`src/rtl/fetch_decode_reg_pkg.sv`:
```
// fetch_decode_reg_pkg: shared constants for the F->D pipeline register
package fetch_decode_reg_pkg;
   localparam logic [31:0] IM_BASE  = 32'h0000_3000;
   localparam logic [31:0] IM_LIMIT = 32'h0000_6FFC;
   localparam logic [31:0] EXC_VEC  = 32'h0000_4180;
   localparam logic [31:0] NOP      = 32'h0;
   localparam logic [4:0]  EXC_INT  = 5'd0;
   localparam logic [4:0]  EXC_ADEL = 5'd4;
   localparam logic [4:0]  EXC_ADES = 5'd5;
   localparam logic [4:0]  EXC_RI   = 5'd10;
   localparam logic [4:0]  EXC_OV   = 5'd12;
   function automatic logic fetch_adel(input logic [31:0] pc);
      return (pc[1:0] != 2'b00) || (pc < IM_BASE) || (pc > IM_LIMIT);
   endfunction
endpackage

```
`src/rtl/fetch_decode_reg_perf_cnt.sv`:
```
// fd_perf_cnt: free-running wrapping stall and squash event counters
module fd_perf_cnt (
   input  logic        clk,
   input  logic        reset,
   input  logic        stall_inc_i,
   input  logic        squash_inc_i,
   output logic [31:0] stall_cnt_o,
   output logic [31:0] squash_cnt_o
);
   logic [31:0] stall_q, squash_q;
   always_ff @(posedge clk) begin
      if (reset) begin
         stall_q  <= '0;
         squash_q <= '0;
      end else begin
         stall_q  <= stall_q + {31'd0, stall_inc_i};
         squash_q <= squash_q + {31'd0, squash_inc_i};
      end
   end
   assign stall_cnt_o  = stall_q;
   assign squash_cnt_o = squash_q;
endmodule

```
`src/rtl/fetch_decode_reg.sv`:
```
// fetch_decode_reg: F->D pipeline register with AdEL detection, stall, flush and eret squash.
// Counters exist only when FD_PERF_CNT_EN is defined; otherwise they read 0.
module fetch_decode_reg
   import fetch_decode_reg_pkg::*;
(
   input  logic        clk,
   input  logic        reset,
   input  logic        en,
   input  logic        req,
   input  logic        eretD,
   input  logic [31:0] pcF,
   input  logic [31:0] instrF,
   input  logic        bdF,
   output logic [31:0] pcD,
   output logic [31:0] instrD,
   output logic [4:0]  excCodeD,
   output logic        bdD,
   output logic        validD,
   output logic [31:0] stallCnt,
   output logic [31:0] squashCnt
);
   logic [31:0] pc_q, pc_d, instr_q, instr_d;
   logic [4:0]  exc_q, exc_d;
   logic        bd_q, bd_d, valid_q, valid_d, adel;
   // req overrides a stall; eretD only matters when the stage advances
   always_comb begin
      adel    = fetch_adel(pcF);
      pc_d    = req ? EXC_VEC : en ? pcF : pc_q;
      instr_d = req ? NOP : !en ? instr_q : (eretD || adel) ? NOP : instrF;
      exc_d   = req ? EXC_INT : !en ? exc_q : (eretD || !adel) ? EXC_INT : EXC_ADEL;
      bd_d    = req ? 1'b0 : !en ? bd_q : (!eretD && bdF);
      valid_d = req ? 1'b0 : !en ? valid_q : !eretD;
   end
   always_ff @(posedge clk) begin
      if (reset) begin
         pc_q    <= IM_BASE;
         instr_q <= NOP;
         exc_q   <= EXC_INT;
         bd_q    <= 1'b0;
         valid_q <= 1'b0;
      end else begin
         pc_q    <= pc_d;
         instr_q <= instr_d;
         exc_q   <= exc_d;
         bd_q    <= bd_d;
         valid_q <= valid_d;
      end
   end
   assign pcD      = pc_q;
   assign instrD   = instr_q;
   assign excCodeD = exc_q;
   assign bdD      = bd_q;
   assign validD   = valid_q;
`ifdef FD_PERF_CNT_EN
   fd_perf_cnt u_perf (
      .clk          (clk),
      .reset        (reset),
      .stall_inc_i  (!en && !req),
      .squash_inc_i (req || (en && eretD)),
      .stall_cnt_o  (stallCnt),
      .squash_cnt_o (squashCnt)
   );
`else
   assign stallCnt  = '0;
   assign squashCnt = '0;
`endif
endmodule

```
`config.mk`:
```
export PLATFORM = sky130hd
export DESIGN_NAME = fetch_decode_reg
export DESIGN_NICKNAME = d
export VERILOG_FILES = /design/src/rtl/fetch_decode_reg_pkg.sv /design/src/rtl/fetch_decode_reg_perf_cnt.sv /design/src/rtl/fetch_decode_reg.sv
export SDC_FILE = /design/constraint.sdc
export NUM_CORES = 1
export LEC_CHECK = 0
export ABC_AREA = 1
export CAP_MARGIN = 5
export CORE_ASPECT_RATIO = 0.5
export CORE_MARGIN = 2
export CORE_UTILIZATION = 40
export CTS_CLUSTER_SIZE = 20
export DETAILED_ROUTE_END_ITERATION = 8
export PLACE_DENSITY_LB_ADDON = 0.1
export RECOVER_POWER = 100
export SLEW_MARGIN = 20
export SYNTH_ARGS = -nofsm -noshare
export SYNTH_HDL_FRONTEND = slang
export SYNTH_SLANG_ARGS = --single-unit
```
`constraint.sdc`:
```
create_clock -name clk -period 2 [get_ports clk]
set_input_delay 0.2 -clock clk [delete_from_list [all_inputs] [get_ports clk]]
set_output_delay 0.2 -clock clk [all_outputs]
set_load 0.1 [all_outputs]
```
=== Word level (Yosys, flattened, before mapping) ===
Cells that the tools add are included.

* Multiplexer cells: 4
* Order comparisons: 2
* Reductions and logical operators: 10

{| class="wikitable"
|+ Operators with widths
! operator !! count
|-
| greater-than comparator 32 x 15 -> 1 bit (second input constant) || 1
|-
| < comparator 32 x 14 -> 1 bit (second input constant) || 1
|-
| 2-to-1 mux 32 bit || 1
|-
| 2-to-1 mux 15 bit || 2
|-
| logical OR 1 bit || 4
|-
| nonzero test 2 bit || 2
|-
| 2-to-1 mux 3 bit || 1
|-
| zero test 1 bit || 2
|-
| OR reduction 2 bit || 1
|-
| logical AND 1 bit || 1
|}

* Register bits after elaboration: 71
* Input bits: 70
* Output and inout port bits: 135
* Logic and storage cells: 22

=== Logic depth before layout (Yosys ltp) ===
* Word-level depth: 6
* Depth in mapped cells: 8
* Depth with buffers taken out: 7

=== Worst setup path after synthesis ===
OpenSTA, ideal clock, no wires.

* Path kind: register to register
* Start: reg, netlist name instrD[10]
* End: reg instr_q[10] (netlist: instrD[10])
* Stages on the path, launching flop included: 3
* Setup time: 67 ps
* Path slack: 707 ps
* Arrival: 1226 ps
* Buffers on the path: 0
* Data required time: 1933 ps
* Period minus slack after synthesis: 1293 ps
* Cells stage by stage: dfxtp_1 -> nand2_1 -> a21oi_2

{| class="wikitable"
|+ RTL lines
! item !! RTL line !! source
|-
| to (signal assigned) || fetch_decode_reg.sv:43 || <nowiki>instr_q <= instr_d;</nowiki>
|-
| to (decl) || fetch_decode_reg.sv:22 || <nowiki>logic [31:0] pc_q, pc_d, instr_q, instr_d;</nowiki>
|}

==> flow_summary.json <==
{
  "status": "finished, final reports clean",
  "die_area_sq_um": 9020,
  "fillers": 824,
  "total_power_mw": 3.90,
  "hpwl_um": 5450,
  "diodes": 0,
  "utilization_pct": 54.6,
  "hold_violations": 0,
  "vdd_drop_max_uv": 431,
  "skew_ns": 0,
  "fin_tns_setup_ns": 0,
  "layout-drive-gt1-share_pct": 28.3,
  "ios": 205,
  "start_kind": "input pin",
  "worst_slew_pin_slew_ns": 0.593,
  "leakage_nw": 1.77,
  "finalMaxSlewViolations": 0,
  "grt_pass1_wl_um": 11700,
  "clock-sinks": 67,
  "relSlewSlack_pct": 60.5,
  "yosysWarnings": 0,
  "vias_per_cell": 4.30,
  "grt_pass1_vias": 2488,
  "synth_area_per_cell_sq_um": 8.60,
  "syn_area_sq_um": 3290,
  "pre_cts_slack_ns": 0.275,
  "critPathArrivalTime_ns": 1.90,
  "synth_top_area_share_pct": 40.7,
  "cts-buffers-inserted": 9,
  "cts-htree-levels": 3,
  "regArea_sq_um": 1340,
  "maxCapViolCount": 0,
  "insertion_delay_ns": 0.32,
  "synth-seq-cells": 67,
  "multi_input_area_sq_um": 1490,
  "layout_min_cycle_time_ns": 1.63,
  "path_class": "input pin to flop",
  "worstHoldPathType": "input pin to flop",
  "final_antenna_net_count": 0,
  "area_delta_synth_final_pct": 32.6,
  "timing.final.crit_share_pct": 81.7,
  "path_clk_slew_ns": 0.05,
  "wl_per_cell_um": 11.9,
  "overflow": 0,
  "worstPathRequired_ns": 2.26,
  "cts_resized": 0,
  "drt_wl_total_um": 7530,
  "port_buffers": 136,
  "layout_setup_ws_ns": 0.365,
  "p_per_area_nw_per_um2": 893,
  "firstDrtPassIters": 4,
  "critPathMaxFanout": 25,
  "fin_nets": 586,
  "finalSetupViolations": 0,
  "worstSetupEndpointType": "flop",
  "dpl_cell_area_sq_um": 4300,
  "die_h_um": 68.1,
  "antenna_found_initial": 0,
  "grt_max_degree": 44,
  "postCtsHoldBufs": 0,
  "vias": 2719,
  "clockBufferDepth": 2,
  "num_rows": 23,
  "die_x_um": 132,
  "yosysSeqAreaShare_pct": 40.7,
  "timing.fmax_ghz": 0.612,
  "grt.total_usage_pct": 16.7,
  "hold_ws_ns": 0.431,
  "cts_tree": "done",
  "postCtsSetupBuffers": 0,
  "yosys.area.top_type": "dfxtp_1",
  "drc": 0,
  "synthCells": 383,
  "start_util_pct": 41.1,
  "fin_cells": 632,
  "gp_congestion": 0.796,
  "rsz0062_at_grt": "no",
  "stdcell_area_sq_um": 4370,
  "core_area_sq_um": 8000,
  "cts-root-buf": "clkbuf_16",
  "dp.cells": 617,
  "yosysUniqueCellTypes": 24,
  "dr.first_iter.drc_count": 130,
  "synth_area_leaders": "dfxtp_1 (41%), buf_4 (16%), nand2_1 (11%)"
}
[critical path, cell delays in order]
cell and delay [ns]:
dlygate4sd3_1 0.57, inv_1 0.30, clkbuf_2 0.52, nand2_1 0.15
a21oi_2 0.16
[routing by layer]
| layer | global-route usage, % | vias to the layer above | routed length, um |
|---|---|---|---|
| li1 | - | 1376 | - |
| met1 | 19.8 | 1225 | 3350 |
| met2 | 27.0 | 111 | 3430 |
| met3 | 8.22 | 7 | 676 |
| met4 | 5.78 | 0 | 71 |
| met5 | 0 | - | 0 |
[cells in the mapped netlist]
library cell and instances:
o21ai_0 1, buf_12 3, or2_2 1, nor2_8 1
a21oi_2 30, a221o_1 2, nor2_2 1, nor3_1 2
nand2_1 98, buf_2 6, inv_1 2, nand2_2 2
nor2_4 1, nand3_2 30, dfxtp_1 67, a21oi_1 36
buf_4 71, nor2_1 11, o21ai_1 1, conb_1 1
nand3_1 3, inv_2 1, a211oi_1 1, clkbuf_1 11
[final cells by class]
| class | count | area share [%] |
|---|---|---|
| timing repair buffer | 146 | 25.3 |
| multi-input combinational | 289 | 34.1 |
| inverter | 3 | 0.258 |
| clock buffer | 13 | 6.19 |
| tap | 112 | 3.21 |
| clock inverter | 2 | 0.229 |
| sequential | 67 | 30.7 |
[cell usage in the layout (no fill, tap or decap)]
| cell | Yosys | final |
|---|---|---|
| a211oi_1 | 1 | 1 |
| a21oi_1 | 36 | 43 |
| a21oi_2 | 30 | 23 |
| a221o_1 | 2 | 2 |
| buf_12 | 3 | 1 |
| buf_4 | 71 | 5 |
| clkbuf_1 | 11 | 2 |
| clkbuf_16 | 0 | 9 |
| clkbuf_2 | 0 | 70 |
| clkbuf_8 | 0 | 3 |
| clkdlybuf4s50_1 | 0 | 67 |
| clkinv_2 | 0 | 2 |
| conb_1 | 1 | 68 |
| dfxtp_1 | 67 | 67 |
| dlygate4sd3_1 | 0 | 2 |
| inv_1 | 2 | 3 |
| nand2_1 | 98 | 98 |
| nand2_2 | 2 | 2 |
| nand3_1 | 3 | 5 |
| nand3_2 | 30 | 28 |
| nor2_1 | 11 | 11 |
| nor2_2 | 1 | 1 |
| nor2_4 | 1 | 1 |
| nor2_8 | 1 | 1 |
| nor3_1 | 2 | 2 |
| o21ai_0 | 1 | 1 |
| o21ai_1 | 1 | 1 |
| or2_2 | 1 | 1 |
[where the power goes]
group | total, mW | switching, mW | leakage [nW] | internal, mW
Combinational | 1.05 | 0.885 | 1.09 | 0.168
Sequential | 1.38 | 0.0130 | 0.544 | 1.36
Clock | 1.47 | 0.542 | 0.141 | 0.929
[registers in the layout, indices dropped and copies added, names as in the netlist]
signal    cells
bdD           1
excCodeD      1
instrD       32
pcD          32
validD        1
[worst paths after layout]
kind / from / to / slack [ns] / cells past startpoint
min: pcF[2] / pcD[2] / 0.43 / 3
max reg2reg: pcD[13] / pcD[13] / 1.24 / 1
min reg2reg: pcD[3] / pcD[3] / 0.46 / 2
max: en / instrD[24] / 0.37 / 5
[cells by family after synthesis]
kind of cell	count (synthesis)	share of synthesized area, %
buffers and inverters	94	20.5
AND/OR/NAND/NOR	150	24.0
AO/OA/AOI/OAI	71	14.6
flip-flops	67	40.7
other	1	0.114
Note: power is estimated with default switching activity, not from simulation.
